==> config.mk <==
export PLATFORM = sky130hd
export DESIGN_NAME = imem_access_ctrl
export DESIGN_NICKNAME = d
export VERILOG_FILES = /design/src/rtl/imem_access_ctrl.sv
export SDC_FILE = /design/constraint.sdc
export NUM_CORES = 1
export LEC_CHECK = 0
export CORE_UTILIZATION = 23
export DETAILED_ROUTE_END_ITERATION = 16
export GPL_TIMING_DRIVEN = 0
export PLACE_DENSITY_LB_ADDON = 0.08
export SLEW_MARGIN = 25
export SYNTH_ARGS = -nofsm -noshare
export SYNTH_HDL_FRONTEND = slang
export SYNTH_SLANG_ARGS = --single-unit
==> constraint.sdc <==
create_clock -name clk -period 1.78 [get_ports clk]
set_input_delay 0.178 -clock clk [delete_from_list [all_inputs] [get_ports clk]]
set_output_delay 0.178 -clock clk [all_outputs]
set_load 0.01 [all_outputs]
==> src/rtl/imem_access_ctrl.sv <==
// Instruction BRAM arbiter: the program loader writes it while the CPU is held,
// and the CPU fetch path reads it once a program has been loaded.
module imem_access_ctrl #(
    parameter int ADDR_W   = 10,
    parameter int DATA_W   = 32,
    parameter bit BOOT_RUN = 1'b0
) (
    input  logic              clk,
    input  logic              reset,
    input  logic              load_start,
    input  logic              load_done,
    input  logic              ld_valid,
    input  logic [ADDR_W-1:0] ld_addr,
    input  logic [DATA_W-1:0] ld_data,
    output logic              ld_ready,
    input  logic              fetch_req,
    input  logic [ADDR_W-1:0] fetch_addr,
    output logic              fetch_gnt,
    output logic              fetch_valid,
    output logic [DATA_W-1:0] fetch_data,
    output logic              bram_en,
    output logic              bram_we,
    output logic [ADDR_W-1:0] bram_addr,
    output logic [DATA_W-1:0] bram_din,
    input  logic [DATA_W-1:0] bram_dout,
    output logic              cpu_run,
    output logic [ADDR_W:0]   words_ld
);

    typedef enum logic [1:0] {
        ST_IDLE  = 2'd0,
        ST_LOAD  = 2'd1,
        ST_DRAIN = 2'd2,
        ST_RUN   = 2'd3
    } state_t;

    localparam state_t          RESET_STATE = state_t'(BOOT_RUN ? ST_RUN : ST_IDLE);
    localparam logic [ADDR_W:0] WORDS_MAX   = {1'b1, {ADDR_W{1'b0}}};

    state_t          state_reg;
    state_t          state_next;
    logic            fetch_valid_reg;
    logic [ADDR_W:0] words_reg;
    logic [ADDR_W:0] words_next;

    always_ff @(posedge clk or negedge reset) begin
        if (!reset) begin
            state_reg       <= RESET_STATE;
            fetch_valid_reg <= 1'b0;
            words_reg       <= '0;
        end else begin
            state_reg       <= state_next;
            fetch_valid_reg <= fetch_gnt;
            words_reg       <= words_next;
        end
    end

    always_comb begin
        state_next = state_reg;
        words_next = words_reg;
        ld_ready   = 1'b0;
        fetch_gnt  = 1'b0;
        cpu_run    = 1'b0;
        bram_en    = 1'b0;
        bram_we    = 1'b0;
        bram_addr  = '0;
        bram_din   = '0;
        case (state_reg)
            ST_IDLE: begin
                if (load_start) begin
                    state_next = ST_LOAD;
                    words_next = '0;
                end
            end
            ST_LOAD: begin
                ld_ready = 1'b1;
                if (ld_valid) begin
                    bram_en   = 1'b1;
                    bram_we   = 1'b1;
                    bram_addr = ld_addr;
                    bram_din  = ld_data;
                    if (words_reg != WORDS_MAX) begin
                        words_next = words_reg + 1'b1;
                    end
                end
                // A repeated load_start is ignored here so the count keeps running.
                if (load_done) begin
                    state_next = ST_DRAIN;
                end
            end
            ST_DRAIN: begin
                state_next = ST_RUN;
            end
            ST_RUN: begin
                cpu_run   = 1'b1;
                fetch_gnt = fetch_req;
                if (fetch_req) begin
                    bram_en   = 1'b1;
                    bram_addr = fetch_addr;
                end
                if (load_start) begin
                    state_next = ST_LOAD;
                    words_next = '0;
                end
            end
            default: begin
                state_next = ST_IDLE;
            end
        endcase
    end

    // Gate the passthrough so stale BRAM output never leaks outside a valid cycle.
    assign fetch_valid = fetch_valid_reg;
    assign fetch_data  = fetch_valid_reg ? bram_dout : '0;
    assign words_ld    = words_reg;

endmodule

======== Yosys cells after proc, flatten, opt, wreduce, memory -nomap -nowiden ========
Index checks and enable logic that the tools add are counted.
storage, ports and cells
  register bits ........................... 14
  output and inout port bits .............. 91
  word-level logic and storage cells ...... 37
cells by class
  $add $sub $neg .......................... 1
  equal/unequal tests ..................... 8
  multiplexer cells ....................... 20
  reduce and logical (&&, ||, !) cells .... 5
operators with widths
  cell                                           count
  two-way mux 32 bit                             3
  two-way mux 11 bit                             3
  case mux 11 bit (2 select lines)               1
  two-way mux 10 bit                             2
  case mux 10 bit (2 select lines)               1
  adder 11 x 1 -> 11 bit, second input constant  1
  != test 11 bit, second input constant          1
  two-way mux 1 bit                              6
  != test 2 bit, second input constant           3
  case mux 2 bit (3 select lines)                1
  == test 2 bit, second input constant           2
  two-way mux 2 bit                              2
  AND reduction 4 bit                            1
  == test 2 x 1 -> 1 bit, second input constant  1
  logical NOT 2 bit                              1
  != test 2 x 1 -> 1 bit, second input constant  1
  case mux 1 bit (2 select lines)                1
  AND reduction 2 bit                            1
  nonzero test 2 bit                             1
  OR reduction 2 bit                             1

======== Logic depth before layout (Yosys ltp) ========
Gate-level depths: netlist of the first run.
  word-level depth ........................ 4
  mapped depth ............................ 8
  gate-level depth less buffers ........... 6

======== Least setup slack after synthesis of the first run ========
Ideal clock, no wire load.
  path type ............................... flip-flop to flip-flop
  start ................................... reg state_reg[1]
  end ..................................... reg words_reg[0], in the netlist words_ld[0]
  setup time .............................. 0.125 ns
  data arrival time ....................... 1.800 ns
  slack ................................... -0.145 ns
  stages on the path, launching flop included .. 8
  cell sequence ........................... dfrtp_1 inv_1 ha_1 nor4b_1 and4_1 or2_1 buf_2 mux2_2
on the way
  cells in the longest elaborated chain, start to end .. 4
RTL lines
  what                                                                           RTL line  text
  from (decl)                                                                    40        state_t state_reg;
  from (signal assigned)                                                         52        state_reg <= state_next;
  == test 2 bit or logical NOT 2 bit (tied branches)                             68        case (state_reg)
  OR reduction 2 bit (no source line)                                            n/a
  != test 2 x 1 -> 1 bit (no source line) or nonzero test 2 bit (tied branches)  n/a
  AND reduction 4 bit (no source line)                                           n/a
  to (signal assigned)                                                           54        words_reg <= words_next;
  to (decl)                                                                      43        logic [ADDR_W:0] words_reg;
Several ways; a longest one is shown, not always the timed one.
A chain may end at the register's enable or synchronous reset.

======== Worst setup path after layout of the first run ========
  start ................................... reg state_reg[0]
  end ..................................... reg words_reg[0], in the netlist words_ld[0]
The elaborated chain is that of the path after synthesis.

==> results by stage, run 1 <==
Pwr:
- In this run, the combinational gates consume 78.2% of the power.
- The reported net switching power is 1.53 mW.
- The part of the total power dissipated in sequential elements is 13.3%.
- The peak supply drop is 0.506 mV.
- The relative contribution of the clock network to total power is 8.6%.
- The total internal power is 2.15 mW.
- The switching part of the total power is 41.6%.
- The ratio of total power to cell area is 1070 nW/µm².
- The reported leakage power is 1.62 nW.

Critical path:
- In this design, the stage delay of the slowest critical-path cell is 0.44 ns.
- The startpoint type of the worst setup path is a register.
- The startpoint of the worst register-to-register path is state_reg[0].
- Data on the critical path is required at its endpoint by 1.91 ns.
- The critical path starts at state_reg[0].
- The type of the worst setup path is register to register.
- In this design, the critical path's most frequently occurring cell is buf_6.
- The total buffers and inverters traversed by the critical path is 3.
- Data on the critical path arrives at its endpoint at 2.02 ns.
- The cell with the largest stage delay on the worst path is dfrtp_2.
- Of all nets on the critical path, the largest fanout is 8.
- The endpoint kind of the worst setup timing path is a register.
- The critical path goes through buf_6 -> ha_4 -> buf_6 -> nor2b_4 -> o21ai_2 -> or2_1 -> buf_6 -> mux2_4.
- The kind of cell adding the most delay to the critical path is flip-flops.

Synthesis:
- Summing every instance area after synthesis gives 1400 µm².
- In this run, distinct cell masters in the synthesized netlist total 36.
- The sequential cell area fraction in the yosys report is 25.0%.
- For this run, the number of Yosys warnings is 0.
- A synthesized cell averages 7.89 µm².
- The register bit total from synthesis is 14.
- Counting every net in the synthesized netlist gives 273.
- Synthesis produced 178 cells.

STA:
- The final setup violation count is 5.
- The final-report max-slew violation count is 0.
- The normalized max-slew margin is 53.2%.
- The total count of hold-check failures in the final report is 0.
- After layout, the worst path uses 106% of the clock period.
- The smallest setup slack after layout is -0.110 ns.
- The shortest period the worst path allows is 1.89 ns.
- Across the routed clock network, the largest skew measured is 0.00415 ns.
- Setup repair after global routing could not meet its margin everywhere.
- The fmax is 529 MHz.
- At the pin with the least slew margin, the transition time is 0.699 ns.

Hold path:
- The path category of the worst min-delay check is input port to async pin.

Global routing:
- The leftover overflow at the end of global routing is 0.
- The first global-routing pass estimated 10.5 mm of wire.
- Entering global routing, the biggest net connects 15 pins.
- The via count of the first global-routing pass is 2092.
- The initial antenna violation count was 0.
- The aggregate global-route resource usage is 21.0%.

Placed design:
- The final weighted congestion in routability-driven placement is 0.838.
- The placed standard-cell area is 3340 µm².
- Detailed placement finished with a half-perimeter wire length of 5.33 mm.
- The count of buffers from port buffering is 180.

Floorplanning:
- The effective utilization at floorplan is 23.7%.
- The horizontal die dimension is 80.1 µm.
- The die covers 6420 µm².
- In this run the standard cell core region covers 5920 µm².
- The overall die height is 80.1 µm.
- In this run the core area contains 28 standard-cell rows.
- 181 I/O pins were placed.

Final layout:
- The number of diodes is 0.
- Compared with the post-synthesis result, the final layout area differs by 144%.
- The finished cells cover 3430 µm².
- The fraction of final layout cells sized beyond drive strength 1 is 24.1%.
- The most common library cell in the layout ignoring fill and taps is clkdlybuf4s50_1.
- After the last flow step, the layout net total stands at 469.
- The top cell types in the final layout, fill and taps aside, are clkdlybuf4s50_1, and2_1, and3_1, clkbuf_2, dfrtp_1.
- At the end of the flow the core is filled with cells to 57.9%.
- The flip-flop count of the largest register after layout is 11.

Clock tree:
- The number of buffers inserted for hold repair after clock tree synthesis is 0.
- The level count of the clock H-tree is 1.
- The clock sink count is 14.
- No sink is reached through more buffers than the 2 on the longest clock path.
- The clock-pin slew of the registers on the worst-case setup and hold paths is 0.06 ns.
- CTS placed an instance of clkbuf_8 at the clock tree root.
- TritonCTS created 3 clock buffers.
- TritonCTS built the clock tree.
- The worst-skew pair later-pin latency is 0.24 ns.

Status:
- The flow ran to the end, but the final reports show violations.
- The checks that failed: setup timing.

Detailed routing:
- The first detailed-routing pass took 4 iterations.
- For this block, the initial DRC count from the detailed router was 137.
- Using the TritonRoute via totals, the vias-per-cell ratio works out to 4.69.
- In the final routed layout, each cell accounts on average for 15.1 µm.
- The count of nets left with antenna violations once routing finished came out at 0.
- The detailed-route wire length is 6.75 mm.
- The via count is 2101.
- The remaining design rule violation count is 0.

Flow run:
- Max-cap violations in this run came to 0.
## power by group through the flow
| stage | sequential (mW) | combinational [mW] | clock [mW] |
|---|---|---|---|
| 4_1_cts | 0.478 | 2.87 | 0.319 |
| 3_3_place_gp | 0.493 | 2.51 | 0 |
| 3_5_place_dp | 0.497 | 2.52 | 0 |
| 2_1_floorplan | 0.500 | 1.25 | 0 |
| 5_1_grt | 0.506 | 3.11 | 0.344 |
| 6_report | 0.489 | 2.88 | 0.315 |
## final timing paths
path	slack, ns	end	cells after the start
worst max-delay path	-0.11	words_ld[0]	8
worst min-delay path	0.35	words_ld[7]	1
worst max register to register	-0.11	words_ld[0]	8
worst min register to register	0.59	words_ld[6]	1
max in group asynchronous	0.94	state_reg[0]	1
min in group clk	0.59	words_ld[6]	1
## Yosys cell counts
library cell / n / area (µm²)
and2_1: 34 / 213
and3_1: 33 / 206
dfrtp_1: 14 / 350
clkbuf_1: 11 / 41.3
a22o_1: 10 / 87.6
o21ai_0: 9 / 45.0
ha_1: 5 / 62.6
inv_1: 5 / 18.8
nand2_1: 5 / 18.8
o41ai_1: 5 / 43.8
a21oi_1: 4 / 20.0
nor2_1: 4 / 15.0
buf_1: 3 / 11.3
buf_2: 3 / 15.0
nand2b_1: 3 / 18.8
nand4_1: 3 / 18.8
nor2b_1: 3 / 18.8
nor4b_1: 3 / 26.3
a22oi_1: 2 / 15.0
a31oi_1: 2 / 12.5
a41oi_1: 2 / 17.5
a21o_1: 1 / 7.51
a311oi_1: 1 / 8.76
and4_1: 1 / 8.76
and4_2: 1 / 10.0
mux2_2: 1 / 11.3
nand2_2: 1 / 6.26
nand3_1: 1 / 5.00
nor3b_1: 1 / 7.51
o211ai_1: 1 / 7.51
o211ai_2: 1 / 12.5
o31ai_1: 1 / 7.51
or2_1: 1 / 6.26
or2_2: 1 / 6.26
or3_4: 1 / 11.3
or4_4: 1 / 11.3
## layout make-up
| class | instances | area [µm²] |
|---|---|---|
| flip-flops and latches | 14 | 352 |
| well taps | 75 | 93.8 |
| multi-input cells | 142 | 1080 |
| plain buffers | 16 | 115 |
| clock buffers | 4 | 55.1 |
| repair buffers | 192 | 1710 |
| inverters | 5 | 18.8 |
| fillers | 580 | 2490 |
## per-layer routing
metal / vias to the layer above / wire length (µm) / global-route usage [%]
li1: 1041 / - / -
met1: 938 / 2490 / 22.7
met2: 112 / 3550 / 40.4
met3: 10 / 588 / 5.11
met4: 0 / 119 / 5.36
met5: - / 0 / 0
## worst register-to-register path: cells and delay by family, from the launching register on
family	cells	cell delay (ns)
adders and majority gates	1	0.26
and+or+nand+nor	2	0.35
buffers and inverters	3	0.38
muxes	1	0.29
DFF	1	0.44
AOI/OAI and AO/OA	1	0.07
## kinds of logic (layout without fill, tap and decap cells)
logic type / after synthesis / after routing / synth area share [%]
adders and majority gates: 5 / 5 / 4.46
buffers and inverters: 22 / 217 / 6.15
muxes: 1 / 1 / 0.802
AOI/OAI and AO/OA: 39 / 39 / 20.3
and+or+nand+nor: 97 / 97 / 43.3
DFF: 14 / 14 / 25.0
## metrics by stage
stage	std cells	worst slack (ns)	total power, mW	TNS, ns	hold slack (ns)
6_report	448	-0.110	3.69	-0.347	0.351
5_1_grt	448	-0.190	3.96	-1.08	0.402
4_1_cts	448	-0.104	3.66	-0.302	0.369
3_5_place_dp	433	-0.531	3.02	-11.02	0.550
3_3_place_gp	433	-0.510	3.00	-10.25	0.538
2_1_floorplan	178	0.00537	1.75	0	-0.118
## what timing repair did
action,in CTS,in global routing
setup endpoints to repair,81,55
gates resized for setup,126,56
pin swaps,8,3
setup buffers,12,0
Note: power is estimated with default switching activity, not from simulation.
==> run 2: changes to the inputs <==
GPL_TIMING_DRIVEN = default   (was 0)
PLACE_DENSITY = 0.82   (was default)
PLACE_DENSITY_LB_ADDON = default   (was 0.08)
==> results by stage, run 2 (synthesized netlist as in run 1, its figures left out) <==
Detailed routing:
- The remaining design rule violation count is 0 (unchanged).
- The detail-routed via count per cell was 4.77 (+1.7%).
- The via count is 2152 (+2.4%).
- The routed length per placed instance is 16.3 µm (+8.1%).
- The detailed-route wire length is 7.35 mm (+8.8%).
- The number of nets with antenna violations after routing was 0 (unchanged).
- The DRC marker count from the first detailed-route iteration is 56 (-59%).
- The number of search-and-repair iterations in the first detailed-routing pass is 4 (unchanged).

Final layout:
- Leaving out fill and tap cells, the most frequent cells in the layout are clkdlybuf4s50_1, dlygate4sd2_1, and3_1.
- The fill cell instance count of the final layout came to 527 (-9.1%).
- The final non-filler cell area is 3600 µm² (+4.8%).
- The fraction of final layout cells sized beyond drive strength 1 was 18.9% (-5.2 points).
- The library cell used most frequently in the layout, excluding fill and tap cells, is clkdlybuf4s50_1.
- The layout-stage area growth over the synthesis result is 156%.
- The flip-flop count of the largest register after layout is 11 (unchanged).
- The final net count came to 472 (+0.64%).
- The number of diodes is 0 (unchanged).

Pwr:
- The reported leakage power came to 1.75 nW (+8.3%).
- The total power draw is 3.69 mW (about the same).
- The peak supply drop came to 0.659 mV (+30%).
- The ratio of total power to cell area is 1020 nW/µm² (-4.6%).

STA:
- The setup total negative slack is -0.178 ns (+0.169 ns).
- The final-report max-slew violation count is 0 (unchanged).
- The smallest hold slack is 0.226 ns (-0.125 ns).
- The shortest period the worst path allows is 1.82 ns (-0.0671 ns).
- The total count of hold-check failures in the final report is 0 (unchanged).
- The post-route fraction of the period consumed by the critical path is 102% (-3.8 points).
- Setup repair after global routing could not meet its margin everywhere.
- The transition time at the pin with the least slew margin came to 0.301 ns (-0.399 ns).
- The worst setup skew after layout was 0.00690 ns (+0.00276 ns).
- The fmax is 549 MHz (+3.7%).
- The final setup violation count is 7 (+2).
- The normalized max-slew margin was 79.8% (+27 points).
- The smallest setup slack after layout is -0.0429 ns (+0.0671 ns).

Placed design:
- The post-detailed-placement half-perimeter wirelength is 5.74 mm (+7.8%).
- The final weighted congestion in routability-driven placement was 0.873 (+4.3%).
- The count of buffers from port buffering came to 180 (unchanged).
- The worst slack at placement is -0.168 ns (+0.364 ns).
- The placed standard-cell area is 3460 µm² (+3.8%).

Floorplanning:
- The effective utilization at floorplan was 23.7% (unchanged).
- The placeable core region is 5920 µm² (unchanged).
- The count of pins on the block boundary came to 181 (unchanged).
- The row count came to 28 (unchanged).
- The overall die height is 80.1 µm (unchanged).
- The total die area is 6420 µm² (unchanged).
- The horizontal die dimension came to 80.1 µm (unchanged).

Clock tree:
- The largest buffer count on any clock path is 2 (unchanged).
- The clock sink count came to 14 (unchanged).
- In this run the clock root is driven by a clkbuf_8.
- The level count of the clock H-tree is 1 (unchanged).
- The clock tree from TritonCTS is built.
- The worst-skew pair later-pin latency is 0.27 ns (+0.03 ns).
- The clock-pin slew of the registers on the worst-case setup and hold paths is 0.07 ns (about the same).
- The CTS buffer count is 3 (unchanged).

Global routing:
- The via count of the first global-routing pass is 2038 (-2.6%).
- The aggregate global-route resource usage is 21.5% (+0.51 points).
- The wire length of the first global-routing pass was 10.5 mm (about the same).
- The leftover overflow at the end of global routing was 0 (unchanged).
- The pin count of the biggest net entering global routing is 34 (+19).
- The initial antenna violation count was 0 (unchanged).

Critical path:
- The reg2reg setup slack is -0.02 ns (+0.09 ns).
- STA classifies the critical path endpoint as a primary output.
- The highest fanout seen on the critical path came to 8 (unchanged).
- The type of the worst setup path is register to primary output.
- The startpoint type of the worst setup path is a register.
- The startpoint identified for the worst register-to-register timing path is state_reg[1].
- The required time reported for the critical path endpoint is 1.60 ns (-0.31 ns).
- The arrival time of data at the critical path endpoint is 1.64 ns (-0.38 ns).
- The critical path starts at state_reg[0].

Status:
- The final reports fail on setup timing.
- The run finished, with violations left.

Hold path:
- The path category of the worst min-delay check is input port to async pin.

Flow run:
- The reported max-cap violation count is 0 (unchanged).
run 2: cell count changes in the layout (fill, tap and decap cells not counted), moves of 3 or more:
cell           change
clkbuf_1           -3
clkbuf_2          -33
buf_4             +15
dlygate4sd2_1     +31
clkbuf_4           -5
run 2: cell type report:
type,count,area [µm²],area share [%]
inverter,5,18.8,0.522
sequential,14,352,9.78
tap,75,93.8,2.61
multi-input combinational,142,1090,30.2
clock buffer,4,55.1,1.53
timing repair buffer,211,1990,55.3
run 2: per-layer routing:
layer  vias to the layer above  track usage (%)  routed length [µm]
met5                         -                0                   0
met4                         0             7.14                 132
met3                        11             4.43                 642
met2                       119             40.3                3780
met1                       978             24.0                2790
li1                       1044                -                   -
run 2: critical path, stage by stage (launching register included):
cell and delay (ns):
dfrtp_2 0.44, ha_4 0.19, and2_4 0.16, buf_6 0.13
buf_12 0.12, a22o_1 0.20, buf_2 0.14
run 2: power breakdown:
group,total (mW),switching (mW),internal [mW]
sequential,0.480,0.0864,0.393
combinational,2.87,1.33,1.55
clock,0.333,0.136,0.197
total,3.69,1.55,2.14
run 2: repair_timing:
item / 4_1_cts / 5_1_grt
pin swaps: 6 / 10
cloned: 0 / 1
setup endpoints to repair: 51 / 34
resized for setup: 90 / 19
hold buffers: 0 / 0
setup buffers: 2 / 2
run 2: metrics by stage:
step / cells / util [%]
6_report: 451 / 60.7
5_1_grt: 451 / 60.7
4_1_cts: 448 / 59.2
3_5_place_dp: 442 / 58.5
3_3_place_gp: 442 / 58.5
2_1_floorplan: 178 / -
run 2: worst paths after layout:
check,to,depth (start not counted)
max,bram_addr[6],6
min,words_ld[5],2
max reg2reg,words_ld[0],7
min reg2reg,words_ld[9],1
max in group asynchronous,state_reg[0],2
min in group clk,words_ld[9],1
